$ cat src/rtl/e_delay_arbiter.sv
// e_delay_arbiter
//
// Round-robin arbiter that shares one DEPTH-stage extract-and-delay pipeline
// between N requesters. Each cycle at most one requester is granted. The top
// 4-bit field of its word goes down the pipeline, tagged with the requester
// index, and comes out on a single valid/ready result port.
//
// Parameters:
//   N      number of requesters (2..8)
//   W      request word width (>= 4); the field is bits [W-1:W-4]
//   DEPTH  pipeline stages (>= 1)
//
// Ports:
//   _i_clk        clock, rising edge
//   _i_rst_n      asynchronous active-low reset
//   _i_req_valid  per-requester valid
//   _i_req_data   packed request words, requester i at [i*W +: W]
//   _o_req_ready  one-hot grant (or zero); combinational
//   _o_valid      result valid (stage DEPTH)
//   _o_result     extracted 4-bit field
//   _o_tag        index of the originating requester
//   _i_ready      downstream accepts the result
//   _o_stats      per-requester saturating completion counters, [i*8 +: 8]
//                 (only when DELAY_ARB_STATS_EN is defined)
//
// Optional feature macro: DELAY_ARB_STATS_EN
module e_delay_arbiter #(
  parameter int unsigned N     = 4,
  parameter int unsigned W     = 16,
  parameter int unsigned DEPTH = 3,
  localparam int unsigned TW   = (N > 1) ? $clog2(N) : 1
) (
  input  logic             _i_clk,
  input  logic             _i_rst_n,
  input  logic [N-1:0]     _i_req_valid,
  input  logic [N*W-1:0]   _i_req_data,
  output logic [N-1:0]     _o_req_ready,
  output logic             _o_valid,
  output logic [3:0]       _o_result,
  output logic [TW-1:0]    _o_tag,
  input  logic             _i_ready
`ifdef DELAY_ARB_STATS_EN
  ,
  output logic [N*8-1:0]   _o_stats
`endif
);

  // Pipeline stages; index 0 is stage 1, index DEPTH-1 drives the outputs.
  logic          valid_q [DEPTH];
  logic [TW-1:0] tag_q   [DEPTH];
  logic [3:0]    field_q [DEPTH];

  logic [TW-1:0] ptr_q, ptr_d;
  logic          stall;
  logic          gnt_any;
  logic [TW-1:0] gnt_idx;
  logic [3:0]    gnt_field;
  int unsigned   idx;

  // A full last stage that downstream refuses freezes everything, bubbles included.
  assign stall = valid_q[DEPTH-1] & ~_i_ready;

  // Search starts at the pointer and wraps; the first valid requester wins.
  always_comb begin
    gnt_any      = 1'b0;
    gnt_idx      = '0;
    idx          = 0;
    _o_req_ready = '0;
    if (!stall) begin
      for (int unsigned k = 0; k < N; k++) begin
        idx = (32'(ptr_q) + k) % N;
        if (!gnt_any && _i_req_valid[idx]) begin
          gnt_any = 1'b1;
          gnt_idx = TW'(idx);
        end
      end
    end
    if (gnt_any) begin
      _o_req_ready[gnt_idx] = 1'b1;
    end
  end

  always_comb begin
    gnt_field = 4'h0;
    if (gnt_any) begin
      gnt_field = _i_req_data[32'(gnt_idx) * W + W - 1 -: 4];
    end
  end

  // A grant is always a transfer, since only valid requesters are granted.
  always_comb begin
    ptr_d = ptr_q;
    if (gnt_any) begin
      ptr_d = (32'(gnt_idx) == N - 1) ? '0 : gnt_idx + 1'b1;
    end
  end

  always_ff @(posedge _i_clk or negedge _i_rst_n) begin
    if (!_i_rst_n) begin
      ptr_q <= '0;
    end else begin
      ptr_q <= ptr_d;
    end
  end

  always_ff @(posedge _i_clk or negedge _i_rst_n) begin
    if (!_i_rst_n) begin
      for (int i = 0; i < int'(DEPTH); i++) begin
        valid_q[i] <= 1'b0;
        tag_q[i]   <= '0;
        field_q[i] <= '0;
      end
    end else if (!stall) begin
      valid_q[0] <= gnt_any;
      tag_q[0]   <= gnt_idx;
      field_q[0] <= gnt_field;
      for (int i = 1; i < int'(DEPTH); i++) begin
        valid_q[i] <= valid_q[i-1];
        tag_q[i]   <= tag_q[i-1];
        field_q[i] <= field_q[i-1];
      end
    end
  end

  assign _o_valid  = valid_q[DEPTH-1];
  assign _o_result = field_q[DEPTH-1];
  assign _o_tag    = tag_q[DEPTH-1];

`ifdef DELAY_ARB_STATS_EN
  logic [7:0] cnt_q [N];

  // Count completed results per tag, saturating at 255.
  always_ff @(posedge _i_clk or negedge _i_rst_n) begin
    if (!_i_rst_n) begin
      for (int i = 0; i < int'(N); i++) begin
        cnt_q[i] <= '0;
      end
    end else begin
      for (int i = 0; i < int'(N); i++) begin
        if (_o_valid && _i_ready && (32'(_o_tag) == i) && (cnt_q[i] != 8'hff)) begin
          cnt_q[i] <= cnt_q[i] + 8'd1;
        end
      end
    end
  end

  for (genvar g = 0; g < int'(N); g++) begin : g_stats
    assign _o_stats[g*8 +: 8] = cnt_q[g];
  end
`endif

endmodule

$ cat config.mk
export PLATFORM = sky130hd
export DESIGN_NAME = e_delay_arbiter
export DESIGN_NICKNAME = d
export VERILOG_FILES = /design/src/rtl/e_delay_arbiter.sv
export SDC_FILE = /design/constraint.sdc
export NUM_CORES = 1
export LEC_CHECK = 0
export BUFFER_PORTS_ARGS = -buffer_cell sky130_fd_sc_hd__buf_2
export CELL_PAD_IN_SITES_DETAIL_PLACEMENT = 2
export CELL_PAD_IN_SITES_GLOBAL_PLACEMENT = 2
export CORE_MARGIN = 2
export CORE_UTILIZATION = 22
export DETAILED_ROUTE_END_ITERATION = 6
export HOLD_SLACK_MARGIN = 0.15
export PLACE_DENSITY_LB_ADDON = 0.12
export SLEW_MARGIN = 0
export SYNTH_ARGS = -nofsm -noshare
export SYNTH_HDL_FRONTEND = slang
export SYNTH_SLANG_ARGS = --single-unit
$ cat constraint.sdc
create_clock -name _i_clk -period 2.25 [get_ports _i_clk]
set_input_delay 0.45 -clock _i_clk [delete_from_list [all_inputs] [get_ports _i_clk]]
set_output_delay 0.45 -clock _i_clk [all_outputs]
set_load 0.005 [all_outputs]
Word-level counts from Yosys, hierarchy flattened
Cells that the tools add are included.
{"block": "totals", "register_bits": 23, "inputBits": 71, "out_inout_bits": 11, "word_cells": 59}
{"block": "op_classes", "add_sub_neg": 6, "n_lt_le_gt_ge": 6, "n_eq_ne": 1, "n_shift": 1, "n_mux": 26, "bitwise_logic": 2, "reduce_logical": 7}
{"op": "indexed part select 67 x 33 -> 4 bit", "n": 1}
{"op": "less-than comparator 2 x 3 -> 1 bit (second input constant)", "n": 5}
{"op": "2-to-1 mux 1 bit", "n": 13}
{"op": "2-to-1 mux 2 bit", "n": 6}
{"op": "binary-select mux 1 bit (select 2 bit)", "n": 4}
{"op": "2-to-1 mux 4 bit", "n": 2}
{"op": "subtractor 7 x 1 -> 8 bit (second input constant)", "n": 1}
{"op": "adder 6 x 5 -> 7 bit (second input constant)", "n": 1}
{"op": "adder 2 x 1 -> 2 bit (second input constant)", "n": 2}
{"op": "adder 2 bit (second input constant)", "n": 2}
{"op": "logical AND 1 bit", "n": 4}
{"op": "logical NOT 1 bit", "n": 3}
{"op": "demux 1 bit (select 2 bit)", "n": 1}
{"op": "equality test 2 bit (second input constant)", "n": 1}
{"op": ">= comparator 2 x 1 -> 1 bit (second input constant)", "n": 1}
{"op": "AND 1 bit", "n": 1}
{"op": "inverter 1 bit", "n": 1}

Depth between registers and ports, before layout
Gate-level depths: netlist of run 1.
{"block": "depth", "depth_word": 21, "mapped_depth": 7, "mapped_depth_nobuf": 6}

Worst setup path before layout of run 1
Ideal clock, no wire load.
{"block": "synth_timing", "path_kind": "input -> output", "start": "in _i_req_valid[1]", "end": "out _o_req_ready[3]", "t_arrival_ns": 1.678, "slack_ns": 0.122, "stages": 6, "path_buffers": 0, "path_cell_list": "nor2b_1 -> o311a_4 -> o311ai_4 -> inv_2 -> ha_1 -> and2_1"}
{"block": "synth_via", "elab_chain_len": 21, "word_cells_on_any_way": 33}
{"element": "start: declaration", "line_no": "35", "text": "input logic [N-1:0] _i_req_valid,"}
{"element": "binary-select mux 1 bit (select 2 bit)", "line_no": "72", "text": "if (!gnt_any && _i_req_valid[idx]) begin"}
{"element": "2-to-1 mux 1 bit (implied by the code)", "line_no": "72"}
{"element": "2-to-1 mux 1 bit", "line_no": "72"}
{"element": "2-to-1 mux 1 bit", "line_no": "69", "text": "if (!stall) begin"}
{"element": "logical NOT 1 bit", "line_no": "72"}
{"element": "logical AND 1 bit", "line_no": "72"}
{"element": "2-to-1 mux 1 bit", "line_no": "72"}
{"element": "2-to-1 mux 1 bit", "line_no": "69"}
{"element": "(+6 left out)"}
{"element": "2-to-1 mux 2 bit *", "line_no": "72"}
{"element": "2-to-1 mux 2 bit *", "line_no": "69"}
{"element": "via gnt_idx[1]", "line_no": "56", "text": "logic [TW-1:0] gnt_idx;"}
{"element": "less-than comparator 2 x 3 -> 1 bit (implied by the code) / >= comparator 2 x 1 -> 1 bit (equally long branches)", "line_no": "79", "text": "_o_req_ready[gnt_idx] = 1'b1;"}
{"element": "logical AND 1 bit (implied by the code)", "line_no": "79"}
{"element": "2-to-1 mux 1 bit (implied by the code)", "line_no": "79"}
{"element": "demux 1 bit (select 2 bit) *", "line_no": "79"}
{"element": "2-to-1 mux 4 bit *", "line_no": "78", "text": "if (gnt_any) begin"}
{"element": "end: declaration", "line_no": "37", "text": "output logic [N-1:0] _o_req_ready,"}
Mark *: on every way through the listed nets, which the timed path passes. The rest lies on a longest branch. The select of a mux whose other input is x is not followed.

Worst setup path in the final report of run 1
{"block": "layout_timing", "start": "in _i_req_valid[1]", "end": "out _o_req_ready[1]"}
{"block": "layout_via", "elab_chain_len": 21, "word_cells_on_any_way": 33}
{"element": "binary-select mux 1 bit (select 2 bit)", "line_no": "72"}
{"element": "2-to-1 mux 1 bit (implied by the code)", "line_no": "72"}
{"element": "2-to-1 mux 1 bit", "line_no": "72"}
{"element": "2-to-1 mux 1 bit", "line_no": "69"}
{"element": "logical NOT 1 bit", "line_no": "72"}
{"element": "logical AND 1 bit", "line_no": "72"}
{"element": "2-to-1 mux 1 bit", "line_no": "72"}
{"element": "2-to-1 mux 1 bit", "line_no": "69"}
{"element": "(+5 left out)"}
{"element": "logical AND 1 bit", "line_no": "72"}
{"element": "2-to-1 mux 2 bit", "line_no": "72"}
{"element": "2-to-1 mux 2 bit", "line_no": "69"}
{"element": "less-than comparator 2 x 3 -> 1 bit (implied by the code) / >= comparator 2 x 1 -> 1 bit (equally long branches)", "line_no": "79"}
{"element": "logical AND 1 bit (implied by the code)", "line_no": "79"}
{"element": "2-to-1 mux 1 bit (implied by the code)", "line_no": "79"}
{"element": "demux 1 bit (select 2 bit)", "line_no": "79"}
{"element": "2-to-1 mux 4 bit *", "line_no": "78"}
Mark *: on every way between the ends. The rest lies on a longest branch, timed or not. The select of a mux whose other input is x is not followed.

==> results_dict.tcl, run 1 <==
set metrics [dict create \
    rsz0062_at_grt "true" \
    r2r_cells 8 \
    cts_root_buffer "clkbuf_8" \
    dp.cells 235 \
    placed_area_um2 1510 \
    yosysTopAreaCellShare_pct 46.8 \
    initialDrtViolationCount 28 \
    num_vias 1021 \
    dp_hpwl_um 2380 \
    worstPathMaxFanout 3 \
    wire_per_inst_um 13.1 \
    hold_viol_final 0 \
    clock_latency_ns 0.26 \
    cts_tree "built" \
    drive_above_1_share_pct 41.6 \
    ios 82 \
    finalWorstSetupSlack_ns -0.0539 \
    synth_commonest_cells "48 x nand2_1, 23 x dfrtp_1, 9 x mux2i_1" \
    portBuffers 33 \
    crit_path_start_kind "primary input" \
    clock_path_buffers 2 \
    hp-class "primary input to asynchronous set/reset pin" \
    synth_ff_type "dfrtp_1" \
    yosysWarningCount 0 \
    vdd_ir_drop_max_mv 0.275 \
    layout.nets 249 \
    wirelength_um 3220 \
    grt_pass1_vias 1148 \
    path_class "primary input to output port" \
    fin_cells 245 \
    synthCells 129 \
    r2r_slack_ns 0.37 \
    fin_crit_ns 2.30 \
    worstSetupEndpointType "output port" \
    antenna_found_initial 0 \
    worst_pin_slew_ns 0.554 \
    fp.dieW_um 78.7 \
    rows 27 \
    synth_area_um2 1230 \
    drc_errors 0 \
    outcome "finished with violations" \
    first_pass_iters 4 \
    h-tree-depth 1 \
    period_share_pct 102 \
    leakagePower_nw 0.858 \
    post-route-util_pct 30.9 \
    synth_edf_count 0 \
    violations "negative setup slack" \
    final_antenna_net_count 0 \
    fill_cells 624 \
    finClkSkew_ns 0.00374 \
    hold_buffers 0 \
    gp_congestion 0.771 \
    start_util_pct 22.6 \
    core_um2 5440 \
    critical_path_arrival_ns 1.85 \
    relSlewSlack_pct 63.1 \
    synth_seq_area_share_pct 46.8 \
    clkTransAtPathRegs_ns 0.09 \
    avgSynthCellArea_um2 9.52 \
    antenna_cells 0 \
    grt_pass1_wl_um 5660 \
    syn_to_final_growth_pct 36.9 \
    max_freq_ghz 0.434 \
    dieArea_um2 6200 \
    synth_largest_area_cell "dfrtp_1" \
    final_max_slew_viol_count 0 \
    stdcell_area_um2 1680 \
    yosysMostFrequentCell "nand2_1" \
    synth_nets 204 \
    grt_max_degree 24 \
    cts_sinks 23 \
    track_usage_pct 11.6 \
    ys_top_cells_by_area "dfrtp_1 47%, nand2_1 15%, mux2i_1 7.3%" \
    power_mw 1.52 \
    required_ns 1.80 \
    die_h_um 78.7 \
    ys_types 24 \
    async_reset_ff_share_pct 100 \
    cap_violations 0 \
    numCtsBuffers 3 \
    routed_via_density 4.17 \
    power_density_nw_per_um2 901 \
    setup_viol 4 \
    ys_ff_latch 23 \
    overflow 0 \
]
-- worst max-delay path: stages --
cell      delay (ns)
buf_6           0.10
nor2b_4         0.12
o311a_4         0.31
o311ai_4        0.37
buf_4           0.19
ha_4            0.12
and2_4          0.12
buf_6           0.08
-- per-layer routing --
metal  track usage (%)  vias up  wire length (µm)
met2              20.3       23              1560
met5                 0        -                 0
met3              1.70        2               144
met4              3.16        0                15
met1              15.0      488              1500
li1                  -      508                 -
-- area by class of cell --
cell class,instances,area (µm²),area share [%]
Timing Repair Buffer,51,330,19.6
Sequential cell,23,577,34.3
Multi-Input combinational cell,93,631,37.5
Tap cell,72,90.1,5.36
Clock buffer,3,41.3,2.46
Clock inverter,1,5.00,0.298
Inverter,2,7.51,0.446
-- placed cells by master (no fill, tap or decap), types with 2 or more instances in the layout --
cell type  Yosys  layout
nor2_1         4       4
inv_2          2       2
mux2i_1        9       9
and2_4         0       2
and2_1         4       2
buf_2          0      30
a21oi_1        2       2
buf_4          7      15
nand2b_1       4       4
and4bb_2       2       2
ha_4           0       2
buf_6          0       6
clkbuf_8       0       3
nand2_1       48      48
dfrtp_1       23      22
o221ai_1       4       4
-- sequential cells by signal (all words and copies together) (netlist names) --
name and flops:
_o_valid 1, ptr_q 2, _o_tag 2, valid_q 2, tag_q 4, field_q 8
_o_result 4
-- path summary, 6_finish.rpt --
| check | startpoint | to |
|---|---|---|
| max | _i_req_valid[1] | _o_req_ready[1] |
| min | _i_rst_n | valid_q[1] |
| max reg2reg | ptr_q[1] | field_q[9] |
| min reg2reg | _o_result[3] | _o_result[3] |
| max in group asynchronous | _i_rst_n | ptr_q[1] |
| min in group _i_clk | _o_result[3] | _o_result[3] |
-- stage by stage --
stage	worst slack [ns]	TNS [ns]	hold slack (ns)
floorplan	0.122	0	0.154
global placement	-0.138	-0.404	0.446
detailed placement	-0.204	-0.627	0.455
CTS	-0.0591	-0.212	0.185
global route	-0.135	-0.487	0.196
finish	-0.0539	-0.177	0.160
-- cell families (layout without fill, tap and decap cells) --
logic type                 Yosys count  after routing  share of synthesized area, %
buffers and inverters               13             57                          6.11
DFF                                 23             23                          46.8
muxes                               10             10                          8.25
and+or+nand+nor                     70             70                          26.8
AOI/OAI and AO/OA                    9              9                          7.94
adders and majority gates            4              4                          4.07
-- where the power goes --
part	total [mW]	internal, mW	leakage [nW]	switching [mW]
combinational	0.613	0.329	0.558	0.284
clock	0.266	0.124	0.0255	0.142
sequential	0.637	0.556	0.275	0.0817
-- timing repair --
action	4_1_cts	5_1_grt
setup endpoints to repair	4	4
resized for setup	11	7
setup buffers	6	0
hold endpoints to repair	0	0
pin swaps	3	4
No activity file was read; power rests on OpenSTA's default activity.
==> run 2, diff against run 1 <==
--- a/config.mk
+++ b/config.mk
@@ -9,7 +9,7 @@
 export CELL_PAD_IN_SITES_DETAIL_PLACEMENT = 2
 export CELL_PAD_IN_SITES_GLOBAL_PLACEMENT = 2
 export CORE_MARGIN = 2
-export CORE_UTILIZATION = 22
+export CORE_UTILIZATION = 24
 export DETAILED_ROUTE_END_ITERATION = 6
 export HOLD_SLACK_MARGIN = 0.15
 export PLACE_DENSITY_LB_ADDON = 0.12
==> constraint.sdc (replaced) <==
create_clock -name _i_clk -period 3 [get_ports _i_clk]
set_input_delay 0.6 -clock _i_clk [delete_from_list [all_inputs] [get_ports _i_clk]]
set_output_delay 0.6 -clock _i_clk [all_outputs]
set_load 0.005 [all_outputs]
==> run 2 against run 1 <==
The flow now finishes without violations. Largest cell class unchanged. Utilization decreased by 1.0 points. Clock skew is 0.0014 ns lower. Sequential power is 24% lower. Highest routed layer unchanged. Final cell count decreased by 6.1%. Power shrank 33%. Critical path type unchanged.
==> results_dict.tcl, run 2 (synthesis gave the netlist of run 1 again) <==
set metrics [dict create \
    start_util_pct 24.5 \
    setup_viol 0 \
    stdcell_area_um2 1500 \
    max_freq_ghz 0.369 \
    tns_ns 0 \
    final_common_cell "nand2_1" \
    clkTransAtPathRegs_ns 0.08 \
    cts_resized 0 \
    fin_crit_ns 2.71 \
    worst_pin_slew_ns 0.523 \
    multi_input_area_um2 578 \
    reg2reg_from "_o_valid" \
    clock_path_buffers 2 \
    largest_register "field_q" \
    leakagePower_nw 0.777 \
    grt_max_degree 24 \
    numCtsBuffers 3 \
    cts_root_buffer "clkbuf_8" \
    final_max_slew_viol_count 0 \
    worstSetupEndpointType "output port" \
    fill_cells 609 \
    required_ns 2.40 \
    critical_path_arrival_ns 2.11 \
    worst_path_most_repeated_cell "buf_2" \
    wirelength_um 2830 \
    wire_per_inst_um 12.3 \
    postCtsSetupRepairBufs 0 \
    first_pass_iters 3 \
    r2r_slack_ns 0.99 \
    antenna_cells 0 \
    cp_top_family "compound AO/OA/AOI/OAI gates" \
    crit_path_start_kind "primary input" \
    finalWorstSetupSlack_ns 0.292 \
    final_antenna_net_count 0 \
    relSlewSlack_pct 65.2 \
    wl_met1_um 1250 \
    track_usage_pct 11.2 \
    cp_num_cells 8 \
    rsz0062_at_grt "false" \
    ios 82 \
    fin_cells 230 \
    crit_path_start "_i_req_valid[1]" \
    cts_tree "built" \
    vdd_ir_drop_max_mv 0.193 \
    initialDrtViolationCount 33 \
    syn_to_final_growth_pct 21.8 \
    final_cell_mix "48 x nand2_1, 33 x buf_2, 23 x dfrtp_1" \
    portBuffers 33 \
    grt_pass1_vias 1068 \
    power_density_nw_per_um2 681 \
    die_h_um 75.6 \
    hp-class "primary input to asynchronous set/reset pin" \
    cp_cell_sequence "buf_2, nor2b_1, o311a_4, o311ai_4, inv_2, ha_1, and2_1, buf_2" \
    r2r_end "field_q[11]" \
    antenna_found_initial 0 \
    dp_hpwl_um 2190 \
    slowest_delay_ns 0.40 \
    route.top_layer_used "met4" \
    period_share_pct 90.3 \
    outcome "complete, no violations" \
    ff_latch_area_um2 576 \
    rows 26 \
    slowest_stage "o311ai_4" \
    route.met3.wl_um 127 \
    fp.dieW_um 75.6 \
    layout.nets 236 \
    critPathCapture "_o_req_ready[2]" \
    num_vias 971 \
    gp_congestion 0.703 \
    cts_sinks 23 \
    r2r_cells 7 \
    critPathBufInv 3 \
    dieArea_um2 5710 \
    drive_above_1_share_pct 31.3 \
    route.met2.wl_um 1430 \
    grt_pass1_wl_um 4900 \
    worstPathMaxFanout 6 \
    overflow 0 \
    hold_viol_final 0 \
    dp_slack_ns 0.253 \
    core_um2 5010 \
    dp.cells 226 \
    power_mw 1.02 \
    clock_latency_ns 0.26 \
    finClkSkew_ns 0.00233 \
    cap_violations 0 \
    drc_errors 0 \
    placed_area_um2 1450 \
    hold_buffers 0 \
    h-tree-depth 1 \
    largest_register_ffs 8 \
    routed_via_density 4.22 \
    path_class "primary input to output port" \
]
==> run 2: worst register-to-register path, cell delays in order (launching register included) <==
cell,delay (ns)
dfrtp_1,0.40
nor2b_1,0.16
nor2_2,0.29
nand4b_1,0.30
buf_4,0.25
buf_4,0.17
mux2i_1,0.18
o221ai_1,0.13
==> run 2: where the power goes <==
part | internal (mW) | total, mW | switching, mW
Combinational | 0.173 | 0.350 | 0.178
Sequential | 0.415 | 0.482 | 0.0665
Clock | 0.0945 | 0.187 | 0.0925
==> run 2: worst min path at each step <==
stage	end	slack, ns	depth (start not counted)
after detailed placement	_o_result[2]	0.45	2
after CTS	_o_tag[1]	0.33	1
after global routing	_o_result[1]	0.34	1
final	_o_tag[1]	0.31	1
after global placement	valid_q[1]	0.44	2
after floorplan	_o_result[0]	0.30	0
==> run 2: per-layer routing <==
metal  track usage [%]  vias to the layer above
met1              14.3                      466
met3              2.78                        2
met2              18.8                       22
met4              3.51                        0
met5                 0                        -
li1                  -                      481
==> run 2: cell type report <==
class                   instances  share of cell area (%)
clock buffers                   4                    3.01
inverters                       2                   0.502
multi-input cells              93                    38.6
flip-flops and latches         23                    38.5
well taps                      70                    5.85
repair buffers                 38                    13.5
==> run 2: through the flow <==
stage                     hold WS [ns]  utilization [%]
final                            0.310             29.9
after global routing             0.344             29.9
after detailed placement         0.451             29.0
after CTS                        0.327             29.9
after global placement           0.441             29.0
after floorplan                  0.304                -
